<file path="config.mk">
export PLATFORM = sky130hd
export DESIGN_NAME = rx_descrambler_lock_flat
export DESIGN_NICKNAME = d
export VERILOG_FILES = /design/src/rtl/rx_descrambler_lock_pkg.sv /design/src/rtl/rx_descrambler_lock_if.sv /design/src/rtl/rx_descrambler_lock_lane.sv /design/src/rtl/rx_descrambler_lock.sv /design/src/flat_wrapper.sv
export SDC_FILE = /design/constraint.sdc
export NUM_CORES = 2
export LEC_CHECK = 0
export BUFFER_PORTS_ARGS = -buffer_cell sky130_fd_sc_hd__buf_2
export CAP_MARGIN = 40
export CORE_MARGIN = 4
export CORE_UTILIZATION = 45
export DETAILED_ROUTE_END_ITERATION = 6
export PLACE_DENSITY = 0.74
export SKIP_CTS_REPAIR_TIMING = 1
export SLEW_MARGIN = 20
export SYNTH_ARGS = -nofsm -noshare
export SYNTH_HDL_FRONTEND = slang
export SYNTH_HIERARCHICAL = 1
export SYNTH_SLANG_ARGS = --single-unit
</file>
<file path="constraint.sdc">
create_clock -name clk -period 4.6 [get_ports clk]
set_input_delay 1.15 -clock clk [delete_from_list [all_inputs] [get_ports clk]]
set_output_delay 1.15 -clock clk [all_outputs]
set_load 0.05 [all_outputs]
</file>
<file path="src/rtl/rx_descrambler_lock_pkg.sv">
// rx_descrambler_lock_pkg: shared sync-header codes, descrambler taps and lock FSM states
package rx_descrambler_lock_pkg;
    localparam logic [1:0] SYNC_DATA = 2'b01;
    localparam logic [1:0] SYNC_CTRL = 2'b10;
    localparam int SCR_LEN = 58;
    localparam int TAP_A   = 38;
    localparam int TAP_B   = 57;
    localparam int CNT_W   = 16;

    typedef enum logic [1:0] {HUNT, SLIP, WAIT, LOCKED} lock_state_t;

    function automatic logic hdr_bad(input logic [1:0] h);
        return h != SYNC_DATA && h != SYNC_CTRL;
    endfunction
endpackage

</file>
<file path="src/rtl/rx_descrambler_lock_if.sv">
// rx_descrambler_lock_if: per-lane receive bus between gearbox side and frame decoder side
interface rx_descrambler_lock_if
    import rx_descrambler_lock_pkg::*;
#(
    parameter int NUM_LANES  = 4,
    parameter int DATA_WIDTH = 64
);
    logic [NUM_LANES*(DATA_WIDTH+2)-1:0] data_in;
    logic [NUM_LANES-1:0]                data_valid_in;
    logic                                bypass;
    logic                                err_cnt_clr;
    logic [NUM_LANES*DATA_WIDTH-1:0]     data_out;
    logic [NUM_LANES*2-1:0]              header_out;
    logic [NUM_LANES-1:0]                data_valid_out;
    logic [NUM_LANES-1:0]                block_lock;
    logic [NUM_LANES-1:0]                slip;
    logic [NUM_LANES*CNT_W-1:0]          hdr_err_cnt;

    modport master (
        output data_in, data_valid_in, bypass, err_cnt_clr,
        input  data_out, header_out, data_valid_out, block_lock, slip, hdr_err_cnt
    );
    modport slave (
        input  data_in, data_valid_in, bypass, err_cnt_clr,
        output data_out, header_out, data_valid_out, block_lock, slip, hdr_err_cnt
    );
endinterface

</file>
<file path="src/rtl/rx_descrambler_lock_lane.sv">
// rx_descrambler_lane: one lane of x^58+x^39+1 descrambler, sync-header block lock and error counter
module rx_descrambler_lane
    import rx_descrambler_lock_pkg::*;
#(
    parameter int                 DATA_WIDTH = 64,
    parameter logic [SCR_LEN-1:0] SEED       = 58'h3FF_FFFF_FFFF_FFFF,
    parameter int                 LOCK_CNT   = 64,
    parameter int                 WINDOW     = 64,
    parameter int                 UNLOCK_CNT = 16,
    parameter int                 SLIP_WAIT  = 16
)(
    input  logic                  clk,
    input  logic                  rst_n,
    input  logic [DATA_WIDTH+1:0] i_data,
    input  logic                  i_valid,
    input  logic                  i_bypass,
    input  logic                  i_clr,
    output logic [DATA_WIDTH-1:0] o_data,
    output logic [1:0]            o_hdr,
    output logic                  o_valid,
    output logic                  o_lock,
    output logic                  o_slip,
    output logic [CNT_W-1:0]      o_err_cnt
);
    lock_state_t           r_state, w_state;
    logic [SCR_LEN-1:0]    r_scr, w_scr;
    logic [DATA_WIDTH-1:0] r_data, w_desc;
    logic [1:0]            r_hdr;
    logic                  r_valid;
    logic [CNT_W-1:0]      r_cnt, w_cnt, r_bad, w_bad_cnt, r_err;
    logic                  w_bad, w_err_inc;

    assign w_bad     = hdr_bad(i_data[DATA_WIDTH+1:DATA_WIDTH]);
    assign w_err_inc = i_valid && w_bad && r_state != WAIT && r_err != '1;

    // the scrambled bit, not the recovered one, feeds the shift register
    always_comb begin
        w_scr  = r_scr;
        w_desc = '0;
        for (int i = DATA_WIDTH - 1; i >= 0; i--) begin
            w_desc[i] = i_data[i] ^ w_scr[TAP_A] ^ w_scr[TAP_B];
            w_scr     = {w_scr[SCR_LEN-2:0], i_data[i]};
        end
    end

    // r_cnt is the good-header run in HUNT, valid-word count in WAIT, window position in LOCKED
    always_comb begin
        w_state   = r_state;
        w_cnt     = r_cnt;
        w_bad_cnt = r_bad;
        case (r_state)
            HUNT: if (i_valid) begin
                if (w_bad) begin
                    w_state = SLIP;
                    w_cnt   = '0;
                end else if (r_cnt == CNT_W'(LOCK_CNT - 1)) begin
                    w_state   = LOCKED;
                    w_cnt     = '0;
                    w_bad_cnt = '0;
                end else begin
                    w_cnt = r_cnt + 1'b1;
                end
            end
            SLIP: begin
                w_state = WAIT;
                w_cnt   = '0;
            end
            WAIT: if (i_valid) begin
                w_state = r_cnt == CNT_W'(SLIP_WAIT - 1) ? HUNT : WAIT;
                w_cnt   = r_cnt == CNT_W'(SLIP_WAIT - 1) ? '0 : r_cnt + 1'b1;
            end
            LOCKED: if (i_valid) begin
                if (w_bad && r_bad == CNT_W'(UNLOCK_CNT - 1)) begin
                    w_state   = HUNT;
                    w_cnt     = '0;
                    w_bad_cnt = '0;
                end else if (r_cnt == CNT_W'(WINDOW - 1)) begin
                    w_cnt     = '0;
                    w_bad_cnt = '0;
                end else begin
                    w_cnt     = r_cnt + 1'b1;
                    w_bad_cnt = r_bad + CNT_W'(w_bad);
                end
            end
        endcase
    end

    always_ff @(posedge clk) begin
        if (!rst_n) begin
            r_state <= HUNT;
            r_cnt   <= '0;
            r_bad   <= '0;
            r_scr   <= SEED;
            r_data  <= '0;
            r_hdr   <= '0;
            r_valid <= 1'b0;
            r_err   <= '0;
        end else begin
            r_state <= w_state;
            r_cnt   <= w_cnt;
            r_bad   <= w_bad_cnt;
            r_valid <= i_valid;
            r_err   <= i_clr ? '0 : r_err + CNT_W'(w_err_inc);
            if (i_valid) begin
                r_scr  <= w_scr;
                r_data <= i_bypass ? i_data[DATA_WIDTH-1:0] : w_desc;
                r_hdr  <= i_data[DATA_WIDTH+1:DATA_WIDTH];
            end
        end
    end

    assign o_data    = r_data;
    assign o_hdr     = r_hdr;
    assign o_valid   = r_valid;
    assign o_lock    = r_state == LOCKED;
    assign o_slip    = r_state == SLIP;
    assign o_err_cnt = r_err;
endmodule

</file>
<file path="src/rtl/rx_descrambler_lock.sv">
// rx_descrambler_lock: multi-lane 64b/66b descrambler with per-lane block lock; the top only slices buses
module rx_descrambler_lock
    import rx_descrambler_lock_pkg::*;
#(
    parameter int                 NUM_LANES  = 4,
    parameter int                 DATA_WIDTH = 64,
    parameter logic [SCR_LEN-1:0] SEED       = 58'h3FF_FFFF_FFFF_FFFF,
    parameter int                 LOCK_CNT   = 64,
    parameter int                 WINDOW     = 64,
    parameter int                 UNLOCK_CNT = 16,
    parameter int                 SLIP_WAIT  = 16
)(
    input logic                  clk,
    input logic                  rst_n,
    rx_descrambler_lock_if.slave bus
);
    localparam int BW = DATA_WIDTH + 2;

    for (genvar l = 0; l < NUM_LANES; l++) begin : g_lane
        rx_descrambler_lane #(
            .DATA_WIDTH (DATA_WIDTH),
            .SEED       (SEED),
            .LOCK_CNT   (LOCK_CNT),
            .WINDOW     (WINDOW),
            .UNLOCK_CNT (UNLOCK_CNT),
            .SLIP_WAIT  (SLIP_WAIT)
        ) u_lane (
            .clk       (clk),
            .rst_n     (rst_n),
            .i_data    (bus.data_in[l*BW +: BW]),
            .i_valid   (bus.data_valid_in[l]),
            .i_bypass  (bus.bypass),
            .i_clr     (bus.err_cnt_clr),
            .o_data    (bus.data_out[l*DATA_WIDTH +: DATA_WIDTH]),
            .o_hdr     (bus.header_out[l*2 +: 2]),
            .o_valid   (bus.data_valid_out[l]),
            .o_lock    (bus.block_lock[l]),
            .o_slip    (bus.slip[l]),
            .o_err_cnt (bus.hdr_err_cnt[l*CNT_W +: CNT_W])
        );
    end
endmodule
</file>
<file path="src/flat_wrapper.sv">
// flat-port wrapper written by rule: the top's interface ports become plain ports
module rx_descrambler_lock_flat import rx_descrambler_lock_pkg::*;
#(
    parameter int                 NUM_LANES  = 4,
    parameter int                 DATA_WIDTH = 64,
    parameter logic [SCR_LEN-1:0] SEED       = 58'h3FF_FFFF_FFFF_FFFF,
    parameter int                 LOCK_CNT   = 64,
    parameter int                 WINDOW     = 64,
    parameter int                 UNLOCK_CNT = 16,
    parameter int                 SLIP_WAIT  = 16
)
  (clk, rst_n, bus_data_in, bus_data_valid_in, bus_bypass, bus_err_cnt_clr, bus_data_out, bus_header_out, bus_data_valid_out, bus_block_lock, bus_slip, bus_hdr_err_cnt);
  rx_descrambler_lock_if #(.NUM_LANES(NUM_LANES), .DATA_WIDTH(DATA_WIDTH)) bus_i ();
  input logic clk;
  input logic rst_n;
  input wire logic [$bits(bus_i.data_in)-1:0] bus_data_in;
  input wire logic [$bits(bus_i.data_valid_in)-1:0] bus_data_valid_in;
  input wire logic [$bits(bus_i.bypass)-1:0] bus_bypass;
  input wire logic [$bits(bus_i.err_cnt_clr)-1:0] bus_err_cnt_clr;
  output wire logic [$bits(bus_i.data_out)-1:0] bus_data_out;
  output wire logic [$bits(bus_i.header_out)-1:0] bus_header_out;
  output wire logic [$bits(bus_i.data_valid_out)-1:0] bus_data_valid_out;
  output wire logic [$bits(bus_i.block_lock)-1:0] bus_block_lock;
  output wire logic [$bits(bus_i.slip)-1:0] bus_slip;
  output wire logic [$bits(bus_i.hdr_err_cnt)-1:0] bus_hdr_err_cnt;
  assign bus_i.data_in = bus_data_in;
  assign bus_i.data_valid_in = bus_data_valid_in;
  assign bus_i.bypass = bus_bypass;
  assign bus_i.err_cnt_clr = bus_err_cnt_clr;
  assign bus_data_out = bus_i.data_out;
  assign bus_header_out = bus_i.header_out;
  assign bus_data_valid_out = bus_i.data_valid_out;
  assign bus_block_lock = bus_i.block_lock;
  assign bus_slip = bus_i.slip;
  assign bus_hdr_err_cnt = bus_i.hdr_err_cnt;
  rx_descrambler_lock #(.NUM_LANES(NUM_LANES), .DATA_WIDTH(DATA_WIDTH), .SEED(SEED), .LOCK_CNT(LOCK_CNT), .WINDOW(WINDOW), .UNLOCK_CNT(UNLOCK_CNT), .SLIP_WAIT(SLIP_WAIT)) u_core (.clk(clk), .rst_n(rst_n), .bus(bus_i));
endmodule
</file>
==> summary.md <==
| Metric | Value |
|---|---|
| Post-synthesis sequential area ratio | a little over two fifths |
| Largest net degree at the start of global routing | 189 |
| Leak | 15.4 nW |
| Max Cap Viol | 0 |
| Post-DP HPWL | 78.9 mm |
| Initial Util | 45.6% |
| Core Box Area | just over 70000 um2 |
| Pre-antenna DRT Iters | 5 |
| Initial DRC count | 2279 |
| Syn Area/Cell | about 8.9 um2 |
| Async SR Flop Fraction | 0% |
| Top cells by area, synth | dfxtp_1 43%, xnor2_1 8.6%, mux2i_1 7.4% |
| Vias/cell | 5.67 |
| Count of input and output buffers | 611 |
| Hold crit path type | reg -> reg |
| Tmin final | a little over 3 ns |
| Worst-case hold slack | 0.479 ns |
| Post-Syn Area | 32700 um2 |
| Fin Setup TNS | 0 ns |
| Cts bufs inserted | 78 |
| Switching share of power | 29.9% |
| Yosys reg bits | 700 |
| Final net count | 4451 |
| Syn nets | between 3k and 4k |
| Grt ovf | 0 |
| # DRC | 0 |
| Routed len/inst | about 21 um |
| # IOs | 612 |
| Most used flip-flop cell after synthesis | dfxtp_1 |
| Final hold violations | 0 |
| Clk Latency, worst-skew pair | 0.62 ns |
| Worst setup EP type | flip-flop |
| Min-delay src | u_core/g_lane[3].u_lane/r_bad[3] |
| Area grow syn2layout | 19.1% |
| Tcrit/Tclk final | 66.4% |
| Biggest area consumer among synthesized cells | dfxtp_1 |
| Antenna-violating nets left | 0 |
| Crit path kind | reg -> reg |
| Global-route wire length before repair | 160 mm |
| Unrepaired setup endpoints after global routing | no |
| Initial antenna violation count | 28 |
| R2R Path End | u_core/g_lane[3].u_lane/r_bad[15] |
| Reg2Reg Setup Slack | 1.55 ns |
| Worst-Margin Slew | 1.03 ns |
| Clock Power Share | 40.8% |
| P per Cell Area | around 400 nW/um2 |
| Worst EP required | 5.11 ns |
| CP Max Fanout | 30 |
| Max Root-Sink Buffers | 3 |
| Layout Cells excl Fill | between 5k and 6k |
| Crit path DAT | around 3.6 ns |
| Number of global-route vias before repair | 26.9k |
| Min-Delay Endpoint | u_core/g_lane[3].u_lane/r_bad[3] |
| Routed WL | 107 mm |
| Worst ir drop on vdd | about 0.29 mV |
| Int Pwr | between 0.01 and 0.015 W |
| Slew margin rel. | 31.0% |
| Die width | 278 um |
| Slew Viols, Final | 0 |
| Most frequent cell after synthesis | dfxtp_1 |
| P_sw | between 0.004 and 0.005 W |
| Top cells by count, synth | 700 x dfxtp_1, 446 x nor2_1, 323 x xnor2_1 |
| Clock-pin slew on the worst setup and hold paths | approximately 0.060 ns |
| Final setup fails | 0 |
| Placed cells | 5024 |
| Fmax | 327 MHz |
| # rows | 98 |
| Chip height | 278 um |
| Hold Path Depth | 2 |
| Unique cell type count in the Yosys netlist | 77 |
| Reg2Reg Depth | 7 |
| Via count | 29.4k |
| CTS root buffer | clkbuf_16 |
| CTS sink count | 700 |
| Status | finished, final reports clean |
| Gate power share | 16.1% |
| Fin util | 54.3% |
| Die area | 77100 um2 |
| Final Wtd Congestion | 0.917 |
| Fraction of layout cells with a size suffix above 1 | about a fifth |
| Post-synth EDFFs | 0 |
| CP Launch Type | flip-flop |
| Clk_skew | roughly 0.026 ns |
| All-layer global routing usage | 26.1% |
| Flop pwr share | 43.1% |
| Reg2Reg Launch Point | u_core/g_lane[3].u_lane/r_cnt[0] |
| Share of the synthesized area in the top cell type | a little over two fifths |
| Synth Warn # | 6 |
| Htree depth | 3 |
| Post-synthesis cell count | 3678 |
| CTS tree | yes |
-- cells by family (layout without fill, tap and decap cells) --
logic type / count (synthesis) / count (layout) / share of synthesized area (%)
AND/OR/NAND/NOR: 1346 / 1346 / 20.3
AO/OA/AOI/OAI: 701 / 701 / 14.8
flip-flops: 700 / 700 / 42.8
XOR/XNOR: 381 / 381 / 10.2
buffers and inverters: 286 / 821 / 3.51
multiplexers: 241 / 241 / 7.37
adder cells (fa/ha/maj): 23 / 23 / 0.879
other: 0 / 13 / 0
-- flip-flops by register name, indices dropped and copies added (netlist names) --
signal	flops
u_core/g_lane.u_lane/r_state	8
u_core/g_lane.u_lane/o_data	256
u_core/g_lane.u_lane/r_bad	64
u_core/g_lane.u_lane/o_err_cnt	64
u_core/g_lane.u_lane/r_cnt	64
u_core/g_lane.u_lane/r_scr	232
u_core/g_lane.u_lane/o_valid	4
u_core/g_lane.u_lane/o_hdr	8
-- metrics by stage --
stage / power, W / area, um2 / worst slack, ns
global placement: 0.00921 / 36300 / 1.28
floorplan: 0.00843 / 32700 / 1.07
finish: 0.0155 / 39000 / 1.55
global route: 0.0160 / 39000 / 1.41
detailed placement: 0.00925 / 36300 / 1.17
CTS: 0.0156 / 38900 / 1.40
-- worst max-delay path, cell delays in order, from the launching register on --
cell,delay (ns)
dfxtp_1,0.36
ha_1,0.23
or4b_1,0.47
or4_1,0.62
o31a_1,0.36
buf_6,0.18
or4_1,0.51
a211oi_1,0.24
-- final cells by class --
type / instances / area, um2
Fill cell: 6548 / 32700
Multi-Input combinational cell: 2692 / 17600
Sequential cell: 700 / 14000
Timing Repair Buffer: 635 / 3410
Clock buffer: 113 / 2350
Tap cell: 950 / 1190
Clock inverter: 24 / 249
Inverter: 49 / 188
Antenna cell: 13 / 32.5
-- power by group through the flow --
stage	Sequential, W	Clock, W	Combinational, W
3_5_place_dp	0.00679	0	0.00246
4_1_cts	0.00666	0.00644	0.00247
6_report	0.00666	0.00631	0.00248
2_1_floorplan	0.00735	0	0.00108
3_3_place_gp	0.00678	0	0.00242
5_1_grt	0.00669	0.00667	0.00266
-- layout by cell type (no fill, tap or decap), types with 23 or more instances in the layout --
master / synthesis / layout
xnor2_1: 323 / 323
nor3_1: 37 / 37
and3_1: 23 / 23
dfxtp_1: 700 / 700
nand3_1: 61 / 61
o21ai_0: 304 / 304
xor2_1: 56 / 56
clkbuf_16: 0 / 81
nand2_1: 318 / 318
or3_1: 290 / 290
mux2i_1: 241 / 241
inv_1: 44 / 43
nand4_1: 49 / 49
buf_2: 12 / 605
ha_1: 23 / 23
nor2_1: 446 / 446
a211oi_1: 38 / 38
a311oi_1: 256 / 256
a21oi_1: 28 / 28
-- metal layers --
layer,GRT usage [%],up-vias,share of wire [%]
met5,0,-,0.15
li1,-,14211,-
met1,32.8,13895,41
met2,42.2,1002,46
met4,10.6,24,4.3
met3,7.46,239,8.8
-- how the worst max path moves through the flow --
stage,startpoint,to,cells past startpoint
floorplan,bus_data_valid_in[0],u_core/g_lane[0].u_lane/o_err_cnt[12],12
global placement,bus_data_in[131],u_core/g_lane[1].u_lane/r_bad[1],7
detailed placement,bus_data_in[131],u_core/g_lane[1].u_lane/r_bad[12],7
CTS,u_core/g_lane[3].u_lane/r_cnt[0],u_core/g_lane[3].u_lane/r_bad[15],6
global route,u_core/g_lane[3].u_lane/r_cnt[0],u_core/g_lane[3].u_lane/r_bad[12],7
finish,u_core/g_lane[3].u_lane/r_cnt[0],u_core/g_lane[3].u_lane/r_bad[15],7
(Power assumes the default switching activity.)
